File: config.mk
export PLATFORM = sky130hd
export DESIGN_NAME = tcdm_bank_arbiter
export DESIGN_NICKNAME = d
export VERILOG_FILES = /design/src/rtl/tcdm_bank_arbiter_pkg.sv /design/src/rtl/tcdm_bank_arbiter_rr.sv /design/src/rtl/tcdm_bank_arbiter.sv
export SDC_FILE = /design/constraint.sdc
export NUM_CORES = 1
export LEC_CHECK = 0
export BUFFER_PORTS_ARGS = -buffer_cell sky130_fd_sc_hd__buf_2
export CORE_AREA = 10 10 274 276
export DETAILED_ROUTE_END_ITERATION = 12
export DIE_AREA = 0 0 284 286
export PLACE_DENSITY_LB_ADDON = 0.15
export SYNTH_ARGS = -nofsm -noshare
export SYNTH_HDL_FRONTEND = slang
export SYNTH_SLANG_ARGS = --single-unit
File: constraint.sdc
create_clock -name clk_i -period 2 [get_ports clk_i]
set_clock_uncertainty 0.1 [all_clocks]
set_input_delay 0.2 -clock clk_i [delete_from_list [all_inputs] [get_ports clk_i]]
set_output_delay 0.2 -clock clk_i [all_outputs]
set_load 0.03 [all_outputs]
File: src/rtl/tcdm_bank_arbiter_pkg.sv
// Shared types and address-decode constants for the TCDM bank arbiter.
// The tile request/response structs and the bank-side request struct are defined here.
package tcdm_bank_arbiter_pkg;

  localparam int unsigned AddrWidth        = 32;
  localparam int unsigned DataWidth        = 32;
  localparam int unsigned BeWidth          = DataWidth / 8;
  localparam int unsigned ByteOffset       = $clog2(BeWidth);
  localparam int unsigned BankingFactor    = 4;
  localparam int unsigned NumBanks         = BankingFactor;
  localparam int unsigned BankIdxWidth     = $clog2(NumBanks);
  localparam int unsigned TCDMAddrMemWidth = 8;
  localparam int unsigned BankBitOffset    = ByteOffset;
  localparam int unsigned RowBitOffset     = ByteOffset + BankIdxWidth;

  typedef logic [AddrWidth-1:0]        addr_t;
  typedef logic [DataWidth-1:0]        data_t;
  typedef logic [BeWidth-1:0]          be_t;
  typedef logic [TCDMAddrMemWidth-1:0] tcdm_addr_t;
  typedef logic [BankIdxWidth-1:0]     bank_idx_t;

  typedef struct packed {
    logic  req;
    logic  we;
    addr_t addr;
    data_t wdata;
    be_t   be;
  } tile_req_t;

  typedef struct packed {
    logic  gnt;
    logic  vld;
    data_t rdata;
  } tile_resp_t;

  typedef struct packed {
    logic       req;
    logic       we;
    tcdm_addr_t addr;
    data_t      wdata;
    be_t        be;
  } tcdm_bank_req_t;

  // Higher address bits above the row field are ignored, so addresses alias.
  function automatic bank_idx_t decode_bank(input addr_t addr);
    return addr[BankBitOffset +: BankIdxWidth];
  endfunction

  function automatic tcdm_addr_t decode_row(input addr_t addr);
    return addr[RowBitOffset +: TCDMAddrMemWidth];
  endfunction

endpackage

File: src/rtl/tcdm_bank_arbiter_rr.sv
// Round-robin arbiter for one TCDM bank: combinational grant, registered priority pointer.
// The winner is the first requester at or after the pointer, searching upward modulo NumReq.
module tcdm_rr_arbiter #(
  parameter int unsigned NumReq  = 4,
  parameter int unsigned ReqIdxW = $clog2(NumReq)
) (
  input  logic               clk_i,
  input  logic               rst_i,
  input  logic [NumReq-1:0]  i_req,
  output logic [NumReq-1:0]  o_gnt,
  output logic [ReqIdxW-1:0] o_idx,
  output logic               o_valid
);

  logic [ReqIdxW-1:0] r_ptr;
  logic [NumReq-1:0]  w_req;
  logic [ReqIdxW:0]   w_cand;

  assign w_req = rst_i ? '0 : i_req;

  // NOTE: every variable written here gets a default first, so no latch is inferred.
  always_comb begin
    o_valid = 1'b0;
    o_idx   = '0;
    o_gnt   = '0;
    w_cand  = '0;
    for (int k = 0; k < int'(NumReq); k++) begin
      w_cand = {1'b0, r_ptr} + (ReqIdxW+1)'(k);
      if (w_cand >= (ReqIdxW+1)'(NumReq)) w_cand = w_cand - (ReqIdxW+1)'(NumReq);
      if (!o_valid && w_req[w_cand[ReqIdxW-1:0]]) begin
        o_valid = 1'b1;
        o_idx   = w_cand[ReqIdxW-1:0];
      end
    end
    if (o_valid) o_gnt[o_idx] = 1'b1;
  end

  // NOTE: sequential state is only ever assigned with non-blocking assignments.
  always_ff @(posedge clk_i) begin
    if (rst_i) begin
      r_ptr <= '0;
    end else if (o_valid) begin
      r_ptr <= (o_idx == ReqIdxW'(NumReq - 1)) ? '0 : o_idx + 1'b1;
    end
  end

endmodule

File: src/rtl/tcdm_bank_arbiter.sv
// Shares the word-interleaved TCDM banks among NumReq requesters: decode, per-bank
// round-robin arbitration, bank request muxing and one-cycle response routing.
module tcdm_bank_arbiter
  import tcdm_bank_arbiter_pkg::*;
#(
  parameter int unsigned NumReq = 4
) (
  input  logic                                clk_i,
  input  logic                                rst_i,
  input  tile_req_t  [NumReq-1:0]             req_i,
  output tile_resp_t [NumReq-1:0]             resp_o,
  output logic       [NumBanks-1:0]           bank_req_o,
  output logic       [NumBanks-1:0]           bank_we_o,
  output tcdm_addr_t [NumBanks-1:0]           bank_addr_o,
  output data_t      [NumBanks-1:0]           bank_wdata_o,
  output be_t        [NumBanks-1:0]           bank_be_o,
  input  data_t      [NumBanks-1:0]           bank_rdata_i
);

  localparam int unsigned ReqIdxW = $clog2(NumReq);

  logic [NumReq-1:0]  w_cand    [NumBanks];
  logic [NumReq-1:0]  w_arb_gnt [NumBanks];
  logic [ReqIdxW-1:0] w_win_idx [NumBanks];
  logic [NumBanks-1:0] w_win_vld;
  tcdm_bank_req_t     w_bank    [NumBanks];

  logic [NumBanks-1:0] r_rsp_vld;
  logic [NumBanks-1:0] r_rsp_we;
  logic [ReqIdxW-1:0]  r_rsp_id [NumBanks];

  always_comb begin
    for (int b = 0; b < int'(NumBanks); b++) begin
      w_cand[b] = '0;
      for (int r = 0; r < int'(NumReq); r++) begin
        w_cand[b][r] = req_i[r].req && (decode_bank(req_i[r].addr) == bank_idx_t'(b));
      end
    end
  end

  for (genvar b = 0; b < NumBanks; b++) begin : g_bank
    tcdm_rr_arbiter #(.NumReq(NumReq), .ReqIdxW(ReqIdxW)) u_arb (
      .clk_i   (clk_i),
      .rst_i   (rst_i),
      .i_req   (w_cand[b]),
      .o_gnt   (w_arb_gnt[b]),
      .o_idx   (w_win_idx[b]),
      .o_valid (w_win_vld[b])
    );
  end

  always_comb begin
    for (int b = 0; b < int'(NumBanks); b++) begin
      w_bank[b] = '0;
      if (w_win_vld[b]) begin
        w_bank[b].req   = 1'b1;
        w_bank[b].we    = req_i[w_win_idx[b]].we;
        w_bank[b].addr  = decode_row(req_i[w_win_idx[b]].addr);
        w_bank[b].wdata = req_i[w_win_idx[b]].wdata;
        w_bank[b].be    = req_i[w_win_idx[b]].be;
      end
      bank_req_o[b]   = w_bank[b].req;
      bank_we_o[b]    = w_bank[b].we;
      bank_addr_o[b]  = w_bank[b].addr;
      bank_wdata_o[b] = w_bank[b].wdata;
      bank_be_o[b]    = w_bank[b].be;
    end
  end

  always_ff @(posedge clk_i) begin
    if (rst_i) r_rsp_vld <= '0;
    else       r_rsp_vld <= w_win_vld;
  end

  // NOTE: id/we are payload qualified by r_rsp_vld, so they carry no reset.
  always_ff @(posedge clk_i) begin
    for (int b = 0; b < int'(NumBanks); b++) begin
      r_rsp_id[b] <= w_win_idx[b];
      r_rsp_we[b] <= w_bank[b].we;
    end
  end

  // A response pending across a reset assertion is dropped by the rst_i gate.
  always_comb begin
    for (int r = 0; r < int'(NumReq); r++) begin
      resp_o[r] = '0;
      for (int b = 0; b < int'(NumBanks); b++) begin
        if (w_arb_gnt[b][r]) resp_o[r].gnt = 1'b1;
        if (r_rsp_vld[b] && !rst_i && (r_rsp_id[b] == ReqIdxW'(r))) begin
          resp_o[r].vld = 1'b1;
          if (!r_rsp_we[b]) resp_o[r].rdata = bank_rdata_i[b];
        end
      end
    end
  end

endmodule

==> results of run 1 <==
-- where the power goes --
| group | internal (uW) | switching [uW] | leakage (uW) |
|---|---|---|---|
| Sequential | 515 | 48.0 | 0.000200 |
| Clock | 399 | 195 | 0.0000512 |
| Combinational | 3970 | 4630 | 0.0118 |
-- Yosys cell counts (2+ instances only) --
master,number
mux2i_1,363
o22ai_1,180
nor2_1,146
nand2_1,143
a221oi_1,132
o31ai_1,128
clkbuf_1,86
buf_2,54
nor2b_1,32
dfxtp_1,24
ha_1,16
inv_1,16
buf_4,13
buf_6,9
a22oi_1,8
o221ai_1,8
buf_1,7
nand4bb_1,7
nand4b_1,5
nor3_1,5
a31oi_1,4
nand2b_1,4
nand3b_1,4
o21ai_0,4
or3_1,4
and4b_1,3
and4bb_2,3
nor4_2,3
nor4b_2,3
a21oi_1,2
a32o_1,2
and3_1,2
inv_2,2
nand2_2,2
nand4_1,2
nor3_2,2
nor3b_1,2
o211ai_1,2
o21ai_1,2
or2_2,2
-- cell families after synthesis --
logic type | share of synthesized area
muxes | 0.3435
adders and majority gates | 0.01893
AOI/OAI and AO/OA | 0.3344
and+or+nand+nor | 0.1739
DFF | 0.04543
buffers and inverters | 0.08376
-- layer usage --
metal | share of wire | up-vias | GRT usage
met3 | 0.059 | 133 | 0.04630
met5 | 0.0016 | - | 0
met4 | 0.024 | 24 | 0.03969
met2 | 0.50 | 558 | 0.3420
met1 | 0.41 | 8629 | 0.2348
li1 | - | 7731 | -
-- stage by stage --
stage               utilization  area (sq um)  hold slack (ns)  power (uW)  setup WS [ns]
floorplan                     -         15060           0.3275        4306        -0.2767
global placement         0.3120         21690           0.4022        6588        -0.7819
detailed placement       0.3120         21690           0.4002        6627        -0.8091
CTS                      0.3484         24230           0.2800        8126        -0.6168
global route             0.4341         30190           0.2825       10120        -0.6942
finish                   0.4344         30210           0.2938        9760        -0.6277
-- area by class of cell --
type | instances | area, sq um | area share
Timing Repair Buffer | 1074 | 10740 | 0.3555
Clock buffer | 3 | 75.07 | 0.002485
Tap cell | 940 | 1176 | 0.03893
Sequential cell | 24 | 493.0 | 0.01632
Clock inverter | 1 | 30.03 | 0.0009940
Multi-Input combinational cell | 1244 | 17580 | 0.5818
Inverter | 18 | 72.57 | 0.002402
Antenna cell | 19 | 47.55 | 0.001574
-- worst reg2reg max path: stages, from the launching register on --
cell and delay, ns:
dfxtp_1 0.34, inv_1 0.05, o211ai_1 0.25, buf_4 0.18, a32o_2 0.19, buf_12 0.14
buf_12 0.17, buf_12 0.13, mux2i_4 0.22, o22ai_4 0.09, buf_4 0.16, buf_4 0.14
-- final timing paths --
kind	from	end	slack, ns	depth (start not counted)
setup / recovery	rst_i	bank_wdata_o[63]	-0.63	11
hold reg to reg	g_bank[2].u_arb.r_ptr[0]	g_bank[2].u_arb.r_ptr[0]	0.43	2
setup reg to reg	g_bank[1].u_arb.r_ptr[1]	r_rsp_we[1]	-0.29	11
hold / removal	req_i[178]	r_rsp_vld[0]	0.29	3
-- state kept, by name, indices dropped and copies added (netlist names) --
| register | flops |
|---|---|
| r_rsp_vld | 4 |
| r_rsp_id | 8 |
| g_bank.u_arb.r_ptr | 8 |
| r_rsp_we | 4 |
-- repair_timing --
action | CTS | global route
endpoints found under the hold margin | 0 | 0
setup endpoints to repair | 322 | 326
gates cloned | 10 | 45
setup buffers | 19 | 72
resized for setup | 433 | 945
pin swaps | 49 | 98
hold buffers | 0 | 0
==> results_dict.tcl, run 1 <==
set metrics [dict create \
    drt_first_pass_iters 5 \
    hold_viol_final 0 \
    synth_top_area_frac 0.3435 \
    layout-drive-gt1-share 0.7855 \
    cp_slowest_stage_delay_ns 0.30 \
    antenna_found_initial 32 \
    critPathKind "input pin to output port" \
    final_common_cell "buf_2" \
    instances_no_fill 3323 \
    place_congestion 0.8901 \
    synth.avg_cell_area_sq_um 7.284 \
    finalCritPeriodShare 1.314 \
    ys_ff_latch 24 \
    chipWidth_um 284 \
    viasPerCell 5.138 \
    synth_area_leaders "mux2i_1, a221oi_1, o22ai_1" \
    max_freq_ghz 0.3806 \
    die_area_sq_mm 0.08122 \
    syn_area_sq_mm 0.01058 \
    crit_required_ns 1.70 \
    crit_family "buffers and inverters" \
    grt_pass1_wl_um 122100 \
    setup_slack_ns -0.6277 \
    setup_violations 320 \
    cp_max_fo 8 \
    cts_tree "built" \
    layout.nets 2791 \
    path_cells "buf_8 > buf_8 > buf_6 > nand4bb_4 > o211ai_1 > a32o_4 > buf_12 > buf_16 > mux2i_2 > o22ai_4 > buf_2" \
    synth.net_count 1878 \
    synth_seq_area_share 0.04543 \
    grt_pass1_vias 17390 \
    startpoint_type "input pin" \
    cts.sinks 24 \
    fill_cells 6528 \
    synth_top_area_cell "mux2i_1" \
    wl_per_cell_um 27.91 \
    outcome "complete, but fails checks" \
    synth_ff_type "dfxtp_1" \
    grt_max_degree 39 \
    port_buffers 641 \
    io_pins 730 \
    synth-edff-count 0 \
    p_per_area_mw_per_mm2 323.1 \
    crit_arrival_ns 2.33 \
    yosysUniqueCellTypes 56 \
    fin_crit_ns 2.628 \
    yosys_warnings 0 \
    violations "setup timing" \
    clk_latency_ns 0.27 \
    rsz0062_at_grt "true" \
    clk_root_buffer_cell "clkbuf_16" \
    finalMaxSlewViolations 0 \
    crit_path_top_delay_cell "a32o_4" \
    ys_async_sr_fraction 0 \
    dpl.hpwl_um 67180 \
    fp-row-count 97 \
    clk_pin_slew_ns 0.07 \
    htreeDepth 1 \
    cp_num_buf_inv 6 \
    overflow 0 \
    leakage_uw 0.01202 \
    slew_headroom 0.4303 \
    area_growth_pct 185.6 \
    ant_nets 0 \
    dpl.cell_count 3161 \
    wirelength_um 92760 \
    ir_worst_vdd_uv 294.3 \
    tightest_slew_ns 0.8528 \
    fin_setup_tns_ns -149.19 \
    final_cell_mix "buf_2, buf_6, buf_4, mux2i_4, nand2_1" \
    drc_errors 0 \
    start_util 0.1521 \
    syn_inst 1452 \
    die_h_um 286 \
    max_cap_violations 0 \
    cts_buffers 3 \
    drt-initial-drc-count 693 \
    cpMostUsedCell "buf_8" \
    num_vias 17080 \
    hold_path_class "input pin to register" \
    clockBufferDepth 2 \
    track_usage 0.1934 \
    cp-end-kind "output port" \
    core-area_sq_mm 0.06954 \
]
Note: power is estimated with default switching activity, not from simulation.
==> inputs of run 2 (changes only) <==
==> constraint.sdc (replaced) <==
create_clock -name clk_i -period 2 [get_ports clk_i]
set_clock_uncertainty 0.1 [all_clocks]
set_input_delay 0 -clock clk_i [delete_from_list [all_inputs] [get_ports clk_i]]
set_output_delay 0 -clock clk_i [all_outputs]
set_load 0.03 [all_outputs]
==> run 2 against run 1 <==
The flow still finishes with violations (setup timing). Hold slack lost 0.26 ns. Sequential share of layout area grew 0.43 points. Flip-flop and latch count stayed put. Final cell count decreased by 2.0%. Clock power about the same. Worst setup slack gained 0.31 ns. Power decreased by 14%. Wire length up 7.1%. Clock-buffer cell count unchanged. Combinational power shrank 16%. Die area did not move. Register-to-register slack better by 0.31 ns. Critical path type is now register to output port. Largest cell class unchanged.
==> results_dict.tcl, run 2 (synthesis gave the netlist of run 1 again) <==
set metrics [dict create \
    outcome "complete, but fails checks" \
    violations "setup timing" \
    dpl.cell_count 3110 \
    io_pins 730 \
    fp-row-count 97 \
    htreeDepth 1 \
    cts_tree "built" \
    clk_latency_ns 0.27 \
    start_util 0.1521 \
    slew_headroom 0.5307 \
    wirelength_um 99370 \
    track_usage 0.2198 \
    setup_slack_ns -0.3169 \
    crit_arrival_ns 2.22 \
    viasPerCell 5.238 \
    combPwrFrac 0.863 \
    finalPower_uw 8398 \
    place_congestion 0.9210 \
    p_per_area_mw_per_mm2 342.2 \
    startpoint_type "register" \
    max_freq_ghz 0.4316 \
    antenna_found_initial 31 \
    finalMaxSlewViolations 0 \
    drc_errors 0 \
    clk_pin_slew_ns 0.07 \
    layout.nets 2738 \
    grt_pass1_vias 17790 \
    leakage_uw 0.01160 \
    area_growth_pct 132.0 \
    rsz0062_at_grt "true" \
    instances_no_fill 3258 \
    die_h_um 286 \
    final_common_cell "buf_2" \
    dpl.hpwl_um 67620 \
    num_vias 17070 \
    setup_violations 312 \
    switching_share 0.5089 \
    core-area_sq_mm 0.06954 \
    hold_viol_final 0 \
    wl_per_cell_um 30.50 \
    die_area_sq_mm 0.08122 \
    regArea_sq_um 505.5 \
    grt_max_degree 36 \
    critPathKind "register to output port" \
    clockBufferDepth 2 \
    crit_required_ns 1.90 \
    grt_pass1_wl_um 134900 \
    timing.hold.ws_ns 0.03409 \
    cp_max_fo 8 \
    finalCritPeriodShare 1.158 \
    chipWidth_um 284 \
    overflow 0 \
    fin_crit_ns 2.317 \
    cp-end-kind "output port" \
    top_regs "g_bank.u_arb.r_ptr: 8 flops, r_rsp_id: 8 flops" \
    tightest_slew_ns 0.7025 \
    fill_cells 7171 \
    port_buffers 641 \
    drt_first_pass_iters 5 \
    drt-initial-drc-count 1078 \
    p_int_uw 4124 \
    final_cell_mix "buf_2, buf_4, mux2i_1, buf_6, nor2_1" \
    cts.sinks 24 \
    ant_nets 0 \
    cts_buffers 3 \
    layout-drive-gt1-share 0.6538 \
    power.switching_uw 4274 \
    clk_root_buffer_cell "clkbuf_16" \
    p_seq_frac 0.066 \
    multi_input_area_sq_mm 0.01289 \
    power_frac_clock 0.071 \
    hold_path_class "input pin to register" \
    fin_setup_tns_ns -53.11 \
    ir_worst_vdd_uv 297.3 \
    max_cap_violations 0 \
]
## run 2: cell types whose count changed in the layout (fill, tap and decap cells not counted), sizes merged
cell,delta
diode,-12
nand2,-1
bufbuf,+1
clkbuf,-30
nor2,+1
dlygate4sd3,+1
buf,-25
## run 2: per-layer routing
metal | routed length, um | global-route usage | up-vias
met5 | 72 | 0 | -
met4 | 3331 | 0.05384 | 12
met3 | 7499 | 0.05510 | 167
met2 | 51050 | 0.4115 | 888
met1 | 37420 | 0.2442 | 8440
li1 | - | - | 7560
## run 2: worst paths after layout
check | from | cells past startpoint | slack, ns | end
worst max-delay path | r_rsp_vld[1] | 8 | -0.32 | resp_o[31]
worst min-delay path | req_i[178] | 3 | 0.03 | r_rsp_vld[0]
worst max register to register | g_bank[1].u_arb.r_ptr[1] | 9 | 0.02 | r_rsp_we[1]
worst min register to register | g_bank[1].u_arb.r_ptr[0] | 2 | 0.41 | g_bank[1].u_arb.r_ptr[0]
## run 2: power by group through the flow
stage / combinational [uW] / sequential [uW] / clock [uW]
finish: 7240 / 558 / 596
global route: 7550 / 564 / 620
CTS: 6570 / 556 / 614
detailed placement: 5000 / 561 / 0
global placement: 4990 / 560 / 0
floorplan: 2780 / 552 / 0
## run 2: through the flow
step	setup slack, ns	cell area, sq um	utilization
final	-0.3169	24540	0.3529
after global routing	-0.3891	24530	0.3527
after CTS	-0.3710	22540	0.3241
after detailed placement	-0.4803	17560	0.2525
after global placement	-0.4665	17560	0.2525
after floorplan	-0.02148	11280	-
## run 2: repair_timing
item / CTS / global route
gates cloned: 47 / 14
resized for setup: 736 / 364
hold buffers: 1 / 0
endpoints found under the setup margin: 313 / 313
hold endpoints to repair: 4 / 0
setup buffers: 78 / 33
pin swaps: 145 / 124
## run 2: cell type report
cell class | count | area share
Clock buffer | 3 | 0.003059
Multi-Input combinational cell | 1244 | 0.5252
Tap cell | 940 | 0.04793
Sequential cell | 24 | 0.02060
Clock inverter | 1 | 0.001224
Antenna cell | 7 | 0.0007138
Inverter | 18 | 0.003365
Timing Repair Buffer | 1021 | 0.3979
## run 2: critical path, cell delays in order (launching register included)
cell and delay, ns:
dfxtp_2 0.32, or3b_4 0.41, nor3_4 0.22, buf_6 0.16, nor2_4 0.07, clkbuf_16 0.21
a221oi_4 0.31, o31ai_4 0.10, buf_6 0.15
